`config.mk`:
```
export PLATFORM = sky130hd
export DESIGN_NAME = multi_chan_pwm_gen_flat
export DESIGN_NICKNAME = d
export VERILOG_FILES = /design/src/rtl/multi_chan_pwm_gen_pkg.sv /design/src/rtl/multi_chan_pwm_gen_if.sv /design/src/rtl/multi_chan_pwm_gen_chan.sv /design/src/rtl/multi_chan_pwm_gen.sv /design/src/flat_wrapper.sv
export SDC_FILE = /design/constraint.sdc
export NUM_CORES = 1
export LEC_CHECK = 0
export BUFFER_PORTS_ARGS = -buffer_cell sky130_fd_sc_hd__buf_4
export CORE_ASPECT_RATIO = 1.25
export CORE_MARGIN = 2
export CORE_UTILIZATION = 60
export DETAILED_ROUTE_END_ITERATION = 8
export PLACE_DENSITY = 0.77
export SLEW_MARGIN = 20
export SYNTH_ARGS = -nofsm -noshare
export SYNTH_HDL_FRONTEND = slang
export SYNTH_HIERARCHICAL = 1
export SYNTH_SLANG_ARGS = --single-unit
```
`constraint.sdc`:
```
create_clock -name clk -period 6.6 [get_ports clk]
set_clock_uncertainty 0.05 [all_clocks]
set_input_delay 0 -clock clk [delete_from_list [all_inputs] [get_ports clk]]
set_output_delay 0 -clock clk [all_outputs]
set_load 0.01 [all_outputs]
```
`src/rtl/multi_chan_pwm_gen_pkg.sv`:
```
// Shared encodings for the multi-channel PWM generator.
// Mode and per-channel state definitions.
package pwm_pkg;

   typedef enum logic [1:0] {
      MODE_DIS     = 2'b00,
      MODE_CONT    = 2'b01,
      MODE_ONESHOT = 2'b10
   } mode_e;

   typedef enum logic [1:0] {
      ST_IDLE = 2'b00,
      ST_HIGH = 2'b01,
      ST_LOW  = 2'b10
   } state_e;

   function automatic logic mode_on(logic [1:0] m);
      return (m == MODE_CONT) || (m == MODE_ONESHOT);
   endfunction

endpackage

```
`src/rtl/multi_chan_pwm_gen_if.sv`:
```
// Configuration write bus and sync strobe for the PWM generator.
// The master drives, the generator consumes.
interface multi_chan_pwm_gen_if #(
   parameter int N  = 8,
   parameter int CW = 2
);
   logic          wr_en;
   logic [CW-1:0] wr_ch;
   logic [N-1:0]  wr_m;
   logic [N-1:0]  wr_n;
   logic [1:0]    wr_mode;
   logic          sync;

   modport master (
      output wr_en, wr_ch, wr_m, wr_n, wr_mode, sync
   );

   modport slave (
      input wr_en, wr_ch, wr_m, wr_n, wr_mode, sync
   );
endinterface

```
`src/rtl/multi_chan_pwm_gen_chan.sv`:
```
// One PWM channel: IDLE/HIGH/LOW FSM, phase counter, shadow config.
// period end is predicted one clock early so it lines up with the last tick.
module pwm_chan
   import pwm_pkg::*;
#(
   parameter int N = 8
) (
   input  logic         clk,
   input  logic         reset,
   input  logic         tick_i,
   input  logic         tick_nx_i,
   input  logic         sync_i,
   input  logic         wr_i,
   input  logic [N-1:0] m_i,
   input  logic [N-1:0] n_i,
   input  logic [1:0]   mode_i,
   output logic         pwm_o,
   output logic         pe_o
);

   state_e       st_q, st_d;
   mode_e        mode_q, mode_d, sh_mode_q, sh_mode_d;
   logic [N-1:0] cnt_q, cnt_d, m_q, m_d, n_q, n_d;
   logic [N-1:0] sh_m_q, sh_m_d, sh_n_q, sh_n_d;
   logic         sh_vld_q, sh_vld_d;
   logic         pwm_q, pwm_d, pe_q, pe_d;
   logic         wr_ok, bnd, ld;
   logic [N-1:0] nm, nn;
   mode_e        nmode;

   always_comb begin
      st_d      = st_q;
      mode_d    = mode_q;
      cnt_d     = cnt_q;
      m_d       = m_q;
      n_d       = n_q;
      sh_vld_d  = sh_vld_q;
      sh_m_d    = sh_m_q;
      sh_n_d    = sh_n_q;
      sh_mode_d = sh_mode_q;
      bnd       = 1'b0;
      ld        = 1'b0;
      wr_ok     = mode_on(mode_i) && ((m_i != '0) || (n_i != '0));

      // next-period source: fresh write, then pending shadow, then active
      if (wr_i) begin
         nm    = m_i;
         nn    = n_i;
         nmode = mode_e'(mode_i);
      end else if (sh_vld_q) begin
         nm    = sh_m_q;
         nn    = sh_n_q;
         nmode = sh_mode_q;
      end else begin
         nm    = m_q;
         nn    = n_q;
         nmode = mode_q;
      end

      if (wr_i && !wr_ok) begin
         st_d     = ST_IDLE;
         mode_d   = MODE_DIS;
         sh_vld_d = 1'b0;
      end else if ((wr_i && st_q == ST_IDLE) ||
                   (sync_i && st_q != ST_IDLE)) begin
         ld = 1'b1;
      end else if (st_q != ST_IDLE) begin
         if (wr_i) begin
            sh_vld_d  = 1'b1;
            sh_m_d    = m_i;
            sh_n_d    = n_i;
            sh_mode_d = mode_e'(mode_i);
         end
         if (tick_i) begin
            if (cnt_q != N'(1)) begin
               cnt_d = cnt_q - N'(1);
            end else if (st_q == ST_HIGH && n_q != '0) begin
               st_d  = ST_LOW;
               cnt_d = n_q;
            end else begin
               bnd = 1'b1;
            end
         end
         if (bnd) begin
            if (!wr_i && !sh_vld_q && mode_q == MODE_ONESHOT) begin
               st_d   = ST_IDLE;
               mode_d = MODE_DIS;
            end else begin
               ld = 1'b1;
            end
         end
      end

      if (ld) begin
         m_d      = nm;
         n_d      = nn;
         mode_d   = nmode;
         sh_vld_d = 1'b0;
         st_d     = (nm != '0) ? ST_HIGH : ST_LOW;
         cnt_d    = (nm != '0) ? nm : nn;
      end

      pwm_d = (st_d == ST_HIGH);
      pe_d  = tick_nx_i && (cnt_d == N'(1)) &&
              ((st_d == ST_LOW) || (st_d == ST_HIGH && n_d == '0));
   end

   always_ff @(posedge clk or negedge reset) begin
      if (!reset) begin
         st_q      <= ST_IDLE;
         mode_q    <= MODE_DIS;
         cnt_q     <= '0;
         m_q       <= '0;
         n_q       <= '0;
         sh_vld_q  <= 1'b0;
         sh_m_q    <= '0;
         sh_n_q    <= '0;
         sh_mode_q <= MODE_DIS;
         pwm_q     <= 1'b0;
         pe_q      <= 1'b0;
      end else begin
         st_q      <= st_d;
         mode_q    <= mode_d;
         cnt_q     <= cnt_d;
         m_q       <= m_d;
         n_q       <= n_d;
         sh_vld_q  <= sh_vld_d;
         sh_m_q    <= sh_m_d;
         sh_n_q    <= sh_n_d;
         sh_mode_q <= sh_mode_d;
         pwm_q     <= pwm_d;
         pe_q      <= pe_d;
      end
   end

   assign pwm_o = pwm_q;
   assign pe_o  = pe_q;

endmodule

```
`src/rtl/multi_chan_pwm_gen.sv`:
```
// Multi-channel PWM generator: shared prescaler, write decode, sync fan-out.
// Channels are independent pwm_chan instances.
module multi_chan_pwm_gen
   import pwm_pkg::*;
#(
   parameter int N   = 8,
   parameter int CH  = 4,
   parameter int DIV = 1
) (
   input  logic                 clk,
   input  logic                 reset,
   multi_chan_pwm_gen_if.slave  bus,
   output logic [CH-1:0]        pwm_o,
   output logic [CH-1:0]        period_end_o
);

   localparam int CW = (CH > 1) ? $clog2(CH) : 1;
   localparam int PW = (DIV > 1) ? $clog2(DIV) : 1;

   logic [PW-1:0] presc_q, presc_d;
   logic          tick, tick_nx;

   // with DIV=1 the counter sits at 0 and tick stays high
   always_comb begin
      presc_d = presc_q + PW'(1);
      if (bus.sync || presc_q == PW'(DIV - 1)) presc_d = '0;
      tick    = (presc_q == PW'(DIV - 1));
      tick_nx = (presc_d == PW'(DIV - 1));
   end

   always_ff @(posedge clk or negedge reset) begin
      if (!reset) presc_q <= '0;
      else        presc_q <= presc_d;
   end

   for (genvar g = 0; g < CH; g++) begin : g_ch
      pwm_chan #(
         .N(N)
      ) u_chan (
         .clk       (clk),
         .reset     (reset),
         .tick_i    (tick),
         .tick_nx_i (tick_nx),
         .sync_i    (bus.sync),
         .wr_i      (bus.wr_en && (bus.wr_ch == CW'(g))),
         .m_i       (bus.wr_m),
         .n_i       (bus.wr_n),
         .mode_i    (bus.wr_mode),
         .pwm_o     (pwm_o[g]),
         .pe_o      (period_end_o[g])
      );
   end

endmodule

```
`src/flat_wrapper.sv`:
```
// flat-port wrapper written by rule: the top's interface ports become plain ports
module multi_chan_pwm_gen_flat import pwm_pkg::*;
#(
   parameter int N   = 8,
   parameter int CH  = 4,
   parameter int DIV = 1
)
  (clk, reset, pwm_o, period_end_o, bus_wr_en, bus_wr_ch, bus_wr_m, bus_wr_n, bus_wr_mode, bus_sync);
  multi_chan_pwm_gen_if #(.N(N), .CW((2))) bus_i ();
  input  logic clk;
  input  logic reset;
  output logic [CH-1:0] pwm_o;
  output logic [CH-1:0] period_end_o;
  input wire logic [$bits(bus_i.wr_en)-1:0] bus_wr_en;
  input wire logic [$bits(bus_i.wr_ch)-1:0] bus_wr_ch;
  input wire logic [$bits(bus_i.wr_m)-1:0] bus_wr_m;
  input wire logic [$bits(bus_i.wr_n)-1:0] bus_wr_n;
  input wire logic [$bits(bus_i.wr_mode)-1:0] bus_wr_mode;
  input wire logic [$bits(bus_i.sync)-1:0] bus_sync;
  assign bus_i.wr_en = bus_wr_en;
  assign bus_i.wr_ch = bus_wr_ch;
  assign bus_i.wr_m = bus_wr_m;
  assign bus_i.wr_n = bus_wr_n;
  assign bus_i.wr_mode = bus_wr_mode;
  assign bus_i.sync = bus_sync;
  multi_chan_pwm_gen #(.N(N), .CH(CH), .DIV(DIV)) u_core (.clk(clk), .reset(reset), .bus(bus_i), .pwm_o(pwm_o), .period_end_o(period_end_o));
endmodule
```
==> results.py <==
metrics = {
    "layout": {
        "final_util_pct": 66.54,
        "final_cell_mix": "nand2_1 (216), dfrtp_1 (197), o21ai_0 (104), mux2_2 (98), mux2i_1 (75)",
        "area_delta_synth_final_pct": 9.330,
        "n_antenna_cell": 0,
        "drive_gt1_share_pct": 21.42,
        "nets": 1317,
        "final_common_cell": "nand2_1",
    },
    "cts": {
        "holdBufCountCts": 18,
        "clock-root-buffer": "clkbuf_16",
        "clk_path_buf_depth": 2,
        "post_cts_resized": 0,
        "post_cts_buffers": 0,
        "path_clk_slew_ps": 70,
        "clock-sinks": 197,
        "cts_max_level": 4,
        "insertion_delay_ps": 440,
        "cts_tree": "yes",
        "cts_inserted_buffers": 17,
    },
    "die": {
        "rows": 58,
        "die_x_um": 131.5,
        "core_um2": 20030,
        "io_pins": 32,
        "initial_utilization_pct": 60.86,
        "die_area_um2": 21480,
        "die-height_um": 163.4,
    },
    "grt": {
        "grt_pass1_wl_um": 54210,
        "grt_max_degree": 70,
        "grt-ovfl-total": 0,
        "grt_pass1_vias": 10107,
        "antenna_found_initial": 0,
        "grt.total_usage_pct": 31.75,
    },
    "hold_path": {
        "hp-class": "input pin to flip-flop",
    },
    "timing": {
        "setup_violations": 0,
        "slew_violations": 0,
        "hold_viol_final": 0,
        "tns_ps": 0,
        "slew_headroom_pct": 31.73,
        "setup_ws_ps": 2933,
        "fmax_mhz": 272.7,
        "fin_crit_sh_pct": 55.56,
        "worst_slew_pin_slew_ps": 1024,
        "rsz0062_at_grt": "false",
        "period_minus_slack_ps": 3667,
    },
    "place": {
        "hpwlAfterDp_um": 23170,
        "port_buffers": 31,
        "place_congestion": 1.040,
        "dp_worst_setup_slack_ps": 2977,
    },
    "synthesis": {
        "synth_area_um2": 12190,
        "synth_edf_count": 0,
        "ys_seq_area_share_pct": 40.44,
        "synthArstFlopShare_pct": 100.0,
        "ys_seq_elements": 197,
        "synth.distinct_cells": 90,
        "yosys_warnings": 6,
        "synth.avg_cell_area_um2": 9.706,
        "syn_inst": 1256,
        "yosys_most_used_dff": "dfrtp_1",
    },
    "pwr": {
        "power_density_nw_per_um2": 447.9,
        "peakVddDrop_mv": 0.2399,
        "total_power_uw": 5970,
        "p_leak_uw": 0.005713,
    },
    "worst_setup_path": {
        "crit_fanout": 36,
        "critical_path_arrival_ps": 3970,
        "critPathCaptureType": "flip-flop",
        "crit_type": "flip-flop to flip-flop",
        "required_ps": 6900,
        "critPathLaunchType": "flip-flop",
    },
    "drt": {
        "post_drt_wl_per_cell_um": 21.56,
        "viasPerCell": 6.667,
        "firstDrtPassIters": 5,
        "drt_wl_total_um": 33810,
        "drt_iter0_drc": 1141,
        "drc": 0,
        "num_vias": 10454,
        "ant_nets": 0,
    },
    "run_status": {
        "status": "finished, final reports clean",
    },
    "run": {
        "maxCapViolCount": 0,
    },
}
-- worst max-delay path, cell delays in order (launching register included) --
cell and delay (ps):
dfrtp_1 380, inv_1 110, ha_1 190, nor3b_1 380, nand3_1 210, o31a_1 370
or2_1 240, buf_4 250, or3_1 420, a211o_1 290, or4b_1 480, nor4_2 220
-- power by group --
group	internal (uW)	total (uW)	switching [uW]
logic	1130	2700	1570
registers	1730	2180	448
clock network	603	1090	482
-- cells in the mapped netlist, types with 7 or more instances --
master | instances | area, um^2
ha_1 | 8 | 100.1
nor2b_1 | 10 | 62.56
a21boi_0 | 7 | 52.55
or4_4 | 13 | 146.4
nor2_1 | 34 | 127.6
nor4_1 | 10 | 62.56
nor3_1 | 11 | 55.05
a22oi_1 | 7 | 52.55
o2111ai_1 | 10 | 87.58
clkbuf_1 | 16 | 60.06
o211ai_1 | 9 | 67.56
nand2_1 | 216 | 810.8
mux2_2 | 98 | 1104
dfrtp_1 | 197 | 4930
o21a_1 | 15 | 112.6
nand4_1 | 20 | 125.1
o31ai_1 | 14 | 105.1
o311ai_0 | 9 | 78.83
mux2i_1 | 75 | 750.7
inv_1 | 50 | 187.7
a31o_2 | 7 | 61.31
buf_2 | 21 | 105.1
o32ai_1 | 10 | 87.58
and3_2 | 10 | 75.07
a21oi_1 | 28 | 140.1
o21ai_0 | 104 | 520.5
nand3_1 | 37 | 185.2
or4_1 | 17 | 127.6
-- flip-flops by register name (all words and copies together) (netlist names) --
signal                        count
u_core/g_ch.u_chan/sh_vld_q       4
u_core/g_ch.u_chan/sh_n_q        32
u_core/g_ch.u_chan/sh_mode_q      8
u_core/g_ch.u_chan/st_q           8
u_core/g_ch.u_chan/mode_q         8
u_core/presc_q                    1
u_core/g_ch.u_chan/cnt_q         32
u_core/g_ch.u_chan/pe_o           4
u_core/g_ch.u_chan/sh_m_q        32
u_core/g_ch.u_chan/m_q           32
u_core/g_ch.u_chan/n_q           32
u_core/g_ch.u_chan/pwm_o          4
-- cell type report --
class,count,area (um^2)
multi-input combinational,960,6779
fill,1648,6701
sequential,197,4930
timing repair buffer,58,486.7
clock buffer,18,429.2
tap,270,337.8
inverter,51,191.4
clock inverter,14,173.9
-- logic make-up after synthesis --
| group | synth area share [%] |
|---|---|
| simple gates | 19.44 |
| compound gates | 19.65 |
| flops | 40.44 |
| mux | 15.21 |
| buf+inv | 4.095 |
| fa+ha+maj | 0.8211 |
| xor+xnor | 0.2874 |
| other cells | 0.06161 |
-- worst paths after layout --
| kind | from | endpoint | slack [ps] | depth (start not counted) |
|---|---|---|---|---|
| min reg2reg | u_core/g_ch[0].u_chan/sh_m_q[5] | u_core/g_ch[0].u_chan/sh_m_q[5] | 420 | 2 |
| max in group asynchronous | reset | u_core/g_ch[3].u_chan/sh_m_q[3] | 5110 | 3 |
| min in group asynchronous | reset | u_core/g_ch[1].u_chan/mode_q[0] | 60 | 2 |
| max | u_core/g_ch[0].u_chan/cnt_q[1] | u_core/g_ch[0].u_chan/pe_o | 2930 | 11 |
| max reg2reg | u_core/g_ch[0].u_chan/cnt_q[1] | u_core/g_ch[0].u_chan/pe_o | 2930 | 11 |
| min | bus_wr_mode[1] | u_core/g_ch[0].u_chan/mode_q[1] | 40 | 3 |
-- per-layer routing --
metal | wire length (um) | vias up | track usage (%)
met5 | 0 | - | 0
li1 | - | 4753 | -
met3 | 2089 | 91 | 4.811
met1 | 14130 | 5122 | 40.97
met2 | 16440 | 488 | 53.62
met4 | 1147 | 0 | 13.54
-- stage by stage --
stage | cell area, um^2 | cells | hold slack, ps
3_5_place_dp | 12540 | 1518 | -16.23
6_report | 13330 | 1568 | 44.26
4_1_cts | 13330 | 1568 | 42.89
2_1_floorplan | 12200 | 1259 | -345.6
5_1_grt | 13330 | 1568 | 41.38
3_3_place_gp | 12540 | 1518 | -16.67
(Power assumes the default switching activity.)
